$ cat config.mk
export PLATFORM = sky130hd
export DESIGN_NAME = ifetch_stage
export DESIGN_NICKNAME = d
export VERILOG_FILES = /design/src/rtl/ifetch_stage.sv
export SDC_FILE = /design/constraint.sdc
export NUM_CORES = 1
export LEC_CHECK = 0
export BUFFER_PORTS_ARGS = -buffer_cell sky130_fd_sc_hd__buf_2
export CAP_MARGIN = 10
export CORE_MARGIN = 4
export CORE_UTILIZATION = 50
export CTS_CLUSTER_DIAMETER = 200
export DETAILED_ROUTE_END_ITERATION = 10
export GPL_TIMING_DRIVEN = 1
export MAX_ROUTING_LAYER = met4
export PLACE_DENSITY_LB_ADDON = 0.12
export RECOVER_POWER = 25
export SYNTH_ARGS = -nofsm -noshare
export SYNTH_HDL_FRONTEND = slang
export SYNTH_SLANG_ARGS = --single-unit
export TNS_END_PERCENT = 20
$ cat constraint.sdc
create_clock -name clk -period 7.9 [get_ports clk]
set_clock_uncertainty 0.15 [all_clocks]
set_input_delay 0.395 -clock clk [delete_from_list [all_inputs] [get_ports clk]]
set_output_delay 0.395 -clock clk [all_outputs]
set_load 0.02 [all_outputs]
$ cat src/rtl/ifetch_stage.sv
// Instruction-fetch stage: owns the PC, issues in-order fetches under a credit limit,
// buffers returned instructions with their PCs and squashes stale fetches on redirect.
module ifetch_stage #(
    parameter int              PC_W     = 64,
    parameter int              INST_W   = 32,
    parameter logic [PC_W-1:0] RESET_PC = '0,
    parameter int              DEPTH    = 4
) (
    input  logic              clk,
    input  logic              srst,
    input  logic              redirect_valid,
    input  logic [PC_W-1:0]   redirect_pc,
    output logic              imem_req_valid,
    input  logic              imem_req_ready,
    output logic [PC_W-1:0]   imem_req_addr,
    input  logic              imem_rsp_valid,
    input  logic [INST_W-1:0] imem_rsp_data,
    output logic              if_valid,
    output logic [INST_W-1:0] if_inst,
    output logic [PC_W-1:0]   if_pc,
    input  logic              if_ready
);
    localparam int PTR_W = $clog2(DEPTH);
    localparam int CNT_W = PTR_W + 1;
    localparam logic [CNT_W:0] CREDITS = (CNT_W+1)'(DEPTH);

    typedef enum logic {
        FETCH = 1'b0,
        FLUSH = 1'b1
    } state_t;

    state_t             state_reg, state_next;
    logic [PC_W-1:0]    pc_reg, pc_next;
    logic [CNT_W-1:0]   outstanding_reg, outstanding_next;
    logic [CNT_W-1:0]   drop_reg, drop_next;
    logic [CNT_W-1:0]   count_reg, count_next;

    // PCs of in-flight requests, popped in order as responses return
    logic [PC_W-1:0]    pcq_mem [DEPTH];
    logic [PTR_W-1:0]   pcq_wr_reg, pcq_rd_reg;

    logic [PC_W-1:0]    buf_pc_mem   [DEPTH];
    logic [INST_W-1:0]  buf_inst_mem [DEPTH];
    logic [PTR_W-1:0]   buf_wr_reg, buf_rd_reg;

    logic req_fire;
    logic rsp_fire;
    logic rsp_keep;
    logic pop;

    assign req_fire = imem_req_valid && imem_req_ready;
    assign rsp_fire = imem_rsp_valid;
    // A response arriving alongside a redirect belongs to the old path
    assign rsp_keep = rsp_fire && (drop_reg == '0) && !redirect_valid;
    assign pop      = if_valid && if_ready && !redirect_valid;

    always_comb begin
        pc_next          = pc_reg;
        outstanding_next = outstanding_reg + CNT_W'(req_fire) - CNT_W'(rsp_fire);
        drop_next        = drop_reg;
        count_next       = count_reg + CNT_W'(rsp_keep) - CNT_W'(pop);
        if (redirect_valid) begin
            pc_next    = redirect_pc;
            drop_next  = outstanding_next;
            count_next = '0;
        end else begin
            if (req_fire) begin
                pc_next = pc_reg + PC_W'(4);
            end
            if (rsp_fire && (drop_reg != '0)) begin
                drop_next = drop_reg - CNT_W'(1);
            end
        end
    end

    always_ff @(posedge clk) begin
        if (srst) begin
            state_reg <= FETCH;
        end else begin
            state_reg <= state_next;
        end
    end

    always_comb begin
        state_next = state_reg;
        case (state_reg)
            FETCH: if (redirect_valid && (drop_next != '0)) state_next = FLUSH;
            FLUSH: if (drop_next == '0) state_next = FETCH;
            default: state_next = FETCH;
        endcase
    end

    // Credit check looks only at registered occupancy so it never depends on if_ready
    always_comb begin
        imem_req_valid = 1'b0;
        if ((state_reg == FETCH) && !srst &&
            (({1'b0, outstanding_reg} + {1'b0, count_reg}) < CREDITS)) begin
            imem_req_valid = 1'b1;
        end
    end

    assign imem_req_addr = pc_reg;
    assign if_valid      = (count_reg != '0);
    assign if_inst       = buf_inst_mem[buf_rd_reg];
    assign if_pc         = buf_pc_mem[buf_rd_reg];

    always_ff @(posedge clk) begin
        if (srst) begin
            pc_reg          <= RESET_PC;
            outstanding_reg <= '0;
            drop_reg        <= '0;
            count_reg       <= '0;
            pcq_wr_reg      <= '0;
            pcq_rd_reg      <= '0;
            buf_wr_reg      <= '0;
            buf_rd_reg      <= '0;
            for (int i = 0; i < DEPTH; i++) begin
                buf_pc_mem[i]   <= '0;
                buf_inst_mem[i] <= '0;
            end
        end else begin
            pc_reg          <= pc_next;
            outstanding_reg <= outstanding_next;
            drop_reg        <= drop_next;
            count_reg       <= count_next;
            if (req_fire) begin
                pcq_mem[pcq_wr_reg] <= pc_reg;
            end
            pcq_wr_reg <= pcq_wr_reg + PTR_W'(req_fire);
            pcq_rd_reg <= pcq_rd_reg + PTR_W'(rsp_fire);
            if (rsp_keep) begin
                buf_pc_mem[buf_wr_reg]   <= pcq_mem[pcq_rd_reg];
                buf_inst_mem[buf_wr_reg] <= imem_rsp_data;
            end
            buf_wr_reg <= buf_wr_reg + PTR_W'(rsp_keep);
            buf_rd_reg <= redirect_valid ? buf_wr_reg : (buf_rd_reg + PTR_W'(pop));
        end
    end

endmodule

Word level (Yosys, flattened, before mapping)

Memories as Yosys holds them, arrays and structs flattened. A register that Yosys moved wholly into a read port is not among the register bits.
Index checks and enable logic that the tools add are counted.

$add $sub $neg: 11
Order comparisons: 1
Mux-type cells: 26
Bitwise gates (word level): 1
Reduce and logical (&&, ||, !) cells: 20

Operators with widths:

| operator              | number |
|---|---|
| $mux 64               | 3 |
| $add 64x3->64 const B | 1 |
| $reduce_or 64->1      | 1 |
| $mux 32               | 1 |
| $reduce_or 32->1      | 1 |
| $mux 1                | 13 |
| $mux 2                | 6 |
| $logic_and 1x1->1     | 9 |
| $reduce_bool 3->1     | 3 |
| $add 2x1->2           | 4 |
| $add 3x1->3           | 2 |
| $logic_not 3->1       | 2 |
| $mux 3                | 2 |
| $sub 3x1->3           | 2 |
| $add 3x3->4           | 1 |
| $lt 4x3->1 const B    | 1 |
| $sub 3x1->3 const B   | 1 |
| $logic_not 1->1       | 2 |
| $pmux 1 s2            | 1 |
| $reduce_bool 2->1     | 1 |
| $reduce_or 2->1       | 1 |
| $not 1->1             | 1 |

Register bits: 82
Memory bits (writable): 640
Input bits: 102
Output and inout port bits: 162
Word-level logic and storage cells: 71
Memories kept: 3

Memories:

| name         | words | bits a word | rd ports | clocked after Yosys merged registers in | wr ports | line | source |
|---|---|---|---|---|---|---|---|
| buf_pc_mem   | 4     | 64          | 1        | 1                                       | 4        | 42   | `logic [PC_W-1:0] buf_pc_mem [DEPTH];` |
| pcq_mem      | 4     | 64          | 1        | 1                                       | 1        | 39   | `logic [PC_W-1:0] pcq_mem [DEPTH];` |
| buf_inst_mem | 4     | 32          | 1        | 1                                       | 4        | 43   | `logic [INST_W-1:0] buf_inst_mem [DEPTH];` |

Depth between registers and ports, before layout

Depth in word-level cells: 12
Gate-level depth with buffers: 13
Depth with buffers taken out: 13

Worst setup path after synthesis

No wires, ideal clock.

Path kind: register to register
From: register count_reg[1]
To: memory pcq_mem[1][0] (enable)
Data arrival time: 5943 ps
Data required time: 7172 ps
Slack: 1229 ps
Stages on the path, launching flop included: 5
Buffers on the path: 0
Cell sequence: dfxtp_1 ha_1 a311oi_1 nand3_1 nor3b_1

Longest elaborated chain between the ends: 8

RTL lines:

| item                         | line | source |
|---|---|---|
| start, declared              | 36   | `logic [CNT_W-1:0] count_reg, count_next;` |
| start signal, assigned       | 125  | `count_reg <= count_next;` |
| $add 3x3->4                  | 97   | `(({1'b0, outstanding_reg} + {1'b0, count_reg}) < CREDITS)) begin` |
| $lt 4x3->1                   | 97   |  |
| $logic_and 1x1->1            | 96   | `if ((state_reg == FETCH) && !srst &&` |
| $mux 1                       | 96   |  |
| $logic_and 1x1->1            | 51   | `assign req_fire = imem_req_valid && imem_req_ready;` |
| $mux 1                       | 126  | `if (req_fire) begin` |
| $mux 1                       | 108  | `if (srst) begin` |
| $mux 1 (not written as such) | 127  | `pcq_mem[pcq_wr_reg] <= pc_reg;` |
| end, declared                | 39   |  |

Every way passes these cells.

Final worst setup path

From: input port redirect_valid
To: register count_reg[2]

Longest elaborated chain between the ends: 4

RTL lines:

| item              | line   | source |
|---|---|---|
| start, declared   | 11     | `input logic redirect_valid,` |
| $logic_not 1->1   | 54, 55 |  |
| $logic_and 1x1->1 | 54     | `assign rsp_keep = rsp_fire && (drop_reg == '0) && !redirect_valid;` |
| $add 3x1->3       | 61     | `count_next = count_reg + CNT_W'(rsp_keep) - CNT_W'(pop);` |
| $sub 3x1->3       | 61     |  |

Parallel ways exist; a longest one is shown, timed or not.
A chain may end at the register's enable or synchronous reset.

==> run_results.csv <==
group,metric,value,unit
routing,drtIter0Drc,1528,
routing,routedWlPerCell,24.4,µm
timing,fin_setup_tns,0,ps
final_layout,area_growth_syn_to_layout,17.3,%
pwr,clockPowerShare,0.377,
clock_network,cts-resized-gates,0,
synth,synth_edf_count,640,
worst_hold_path,hp-class,"primary input to flip-flop",
pwr,p_per_area,248,mW/mm²
synth,synth_top_cell_area_share,0.635,
timing,tightest_slew,2620,ps
worst_setup_path,worstPathArrival,5330,ps
clock_network,htree_num_levels,3,
placed_design,place.port_buffers,263,
synth,synth.top_cells.by_count,"edfxtp_1, and2_1, mux4_2",
pwr,vdd_drop_max,0.158,mV
pwr,pwr-share-comb,0.107,
timing,final.min_clock_period,5120,ps
global_route,grt_pass1_vias,17900,
synth,synth_top_flop_cell,"edfxtp_1",
final_layout,final_net_count,2306,
floorplan,io-pin-count,264,
synth,synth_area,0.0303,mm²
final_layout,drive_gt1_frac,0.221,
global_route,grt_use_total,0.236,
worst_setup_path,cp-end-kind,"flip-flop",
worst_setup_path,cp_max_fo,49,
worst_setup_path,cp.buffers_inverters,5,
timing,hold_slack,36.7,ps
synth,synth_seq_cells,722,
floorplan,row_count,89,
pwr,power_frac_seq,0.516,
routing,vias,17500,
outcome,status,"finished, violations left",
routing,wirelength,73700,µm
final_layout,multi_input_area,0.00894,mm²
global_route,grt_pass1_wl,110000,µm
routing,drc,0,
clock_network,root_buffer,"clkbuf_16",
pwr,switching_share,0.240,
worst_setup_path,critPathLaunchType,"primary input",
timing,max_freq,0.195,GHz
routing,vias_per_cell,5.78,
synth,synth.distinct_cells,52,
timing,slew_headroom,-0.749,
timing,hold_viol,0,
timing,rsz0062_at_grt,"false",
floorplan,fp.coreArea,0.0595,mm²
floorplan,dieHeight,254,µm
placed_design,dp_hpwl,43800,µm
global_route,grt-ovfl-total,0,
synth,yosysSeqAreaShare,0.689,
clock_network,cts_buffers,76,
routing,ant_nets,0,
worst_setup_path,cp_top_family,"buffers and inverters",
pwr,total_power,0.00882,W
synth,synthMostInstantiatedCell,"edfxtp_1",
synth,synth_top_cell_by_area,"edfxtp_1",
final_layout,postLayoutCoreUtil,0.597,
run,cap_violations,3,
floorplan,die-area,0.0646,mm²
worst_setup_path,critical_path_class,"primary input to flip-flop",
floorplan,start_util,0.509,
synth,syn_inst,1847,
final_layout,seq_area,0.0209,mm²
pwr,switchingPower,0.00212,W
clock_network,cts_tree,"done",
final_layout,reg_top3,"buf_pc_mem x256, pcq_mem x256, buf_inst_mem x128",
placed_design,finalWeightedCongestion,0.845,
worst_setup_path,cp_slowest_cell,"clkbuf_1",
floorplan,die_x,254,µm
pwr,p_leak,12.4,nW
timing,drv_slew,118,
routing,dr.pass1.iters,7,
global_route,grt_max_degree,97,
clock_network,clk_latency,600,ps
clock_network,cts_buffer_depth,3,
synth,synth_area_per_cell,16.4,µm²
synth,synth_warnings,0,
worst_setup_path,cp.required,8110,ps
clock_network,clkSinkCount,722,
timing,fin_crit_sh,0.649,
clock_network,cts.clk_slew.worst_paths,60,ps
worst_setup_path,slowest_delay,1890,ps
synth,syn-num-nets,1964,
timing,finalSetupViolCount,0,
global_route,antenna_found_initial,2,
synth,synth_area_leaders,"edfxtp_1, mux4_2, and2_1",
outcome,violations,"max-capacitance violations, max-slew violations",
final_layout,fill_cells,4552,
synth,synth-async-reset-ratio,0,
pwr,p_int,0.00670,W
worst_setup_path,path_cells,"clkbuf_1 -> clkbuf_1 -> clkinv_2 -> and3_1 -> ha_1 -> inv_1 -> ha_1 -> inv_1 -> fa_1 -> xor2_1 -> xnor2_1 -> nor3_1",
[layout by cell type, fill, tap and decap left out, types with 4 or more instances in the layout]
cell           instances
edfxtp_1             640
and2_1               384
buf_2                196
mux4_2               160
dlygate4sd3_1         95
clkbuf_1              86
dfxtp_1               79
clkbuf_16             79
nor2_1                66
nand2_1               45
a311oi_1              30
nand4_1               28
nand3_1               22
buf_4                 22
inv_1                 20
or4_1                 20
a211oi_1              19
clkinv_1              19
o21ai_0               18
o31ai_1               17
or3_1                 16
xnor2_1               16
nor3_1                15
ha_1                  13
and3_1                12
xor2_1                11
a21oi_1               11
clkinv_2              10
and4_1                 8
mux2i_1                7
nor4_1                 7
clkbuf_8               7
nor3b_1                6
nor2b_1                6
nor4b_1                4
o211ai_1               4
a2111oi_0              4
[metal layers]
layer	vias to the layer above	wire length [µm]	GRT usage
met2	586	35900	0.377
met4	0	1660	0.0660
li1	7819	-	-
met1	8974	31400	0.324
met3	94	4740	0.0323
met5	-	0	-
[worst register-to-register path: stages, from the launching register on]
cell and delay, ps:
dfxtp_1 320, inv_1 80, ha_1 150, inv_1 50, nor4b_1 530, a31o_1 1560, buf_4 1000
[per-stage QoR]
stage | std cells | instance area, µm² | setup WS (ps)
floorplan | 1847 | 30300 | 1230
global placement | 2789 | 32400 | 4090
detailed placement | 2789 | 32400 | 3960
CTS | 3020 | 35600 | 3950
global route | 3021 | 35500 | 2440
finish | 3023 | 35500 | 2780
[kinds of logic (layout without fill, tap and decap cells)]
group,after synthesis,in the layout,share of synthesized area
xor gates and xnor gates,27,27,0.00781
and+or+nand+nor,661,661,0.129
adders and majority gates,15,15,0.00669
AOI/OAI and AO/OA,117,117,0.0285
muxes,168,168,0.122
buffers and inverters,137,537,0.0170
other,0,3,0
DFF,722,722,0.689
[area by class of cell]
type,instances,share of cell area
clock inverters,31,0.00461
clock buffers,105,0.0604
flip-flops and latches,722,0.587
diodes,3,0.000211
well taps,773,0.0272
inverters,21,0.00225
multi-input cells,988,0.252
repair buffers,380,0.0661
[worst paths after layout]
path                                     start                end  slack, ps  cells after the start
worst max-delay path            redirect_valid       count_reg[2]       2780                     12
worst max register to register     drop_reg[0]  buf_pc_mem[3][53]       3650                      6
worst min-delay path                      srst      pcq_rd_reg[1]         40                      2
worst min register to register       state_reg          state_reg        390                      2
[repair_timing]
item | 4_1_cts | 5_1_grt
endpoints found under the hold margin | 191 | 0
buffers inserted | 0 | 0
hold buffers | 95 | 0
[power by group through the flow]
stage                     clock network (W)  registers (W)  logic, W
after CTS                           0.00340        0.00455  0.000962
after global placement                    0        0.00462  0.000914
final                               0.00333        0.00455  0.000941
after floorplan                           0        0.00458  0.000590
after global routing                0.00356        0.00457   0.00102
after detailed placement                  0        0.00463  0.000922
Power figures use the tool's default switching activity.
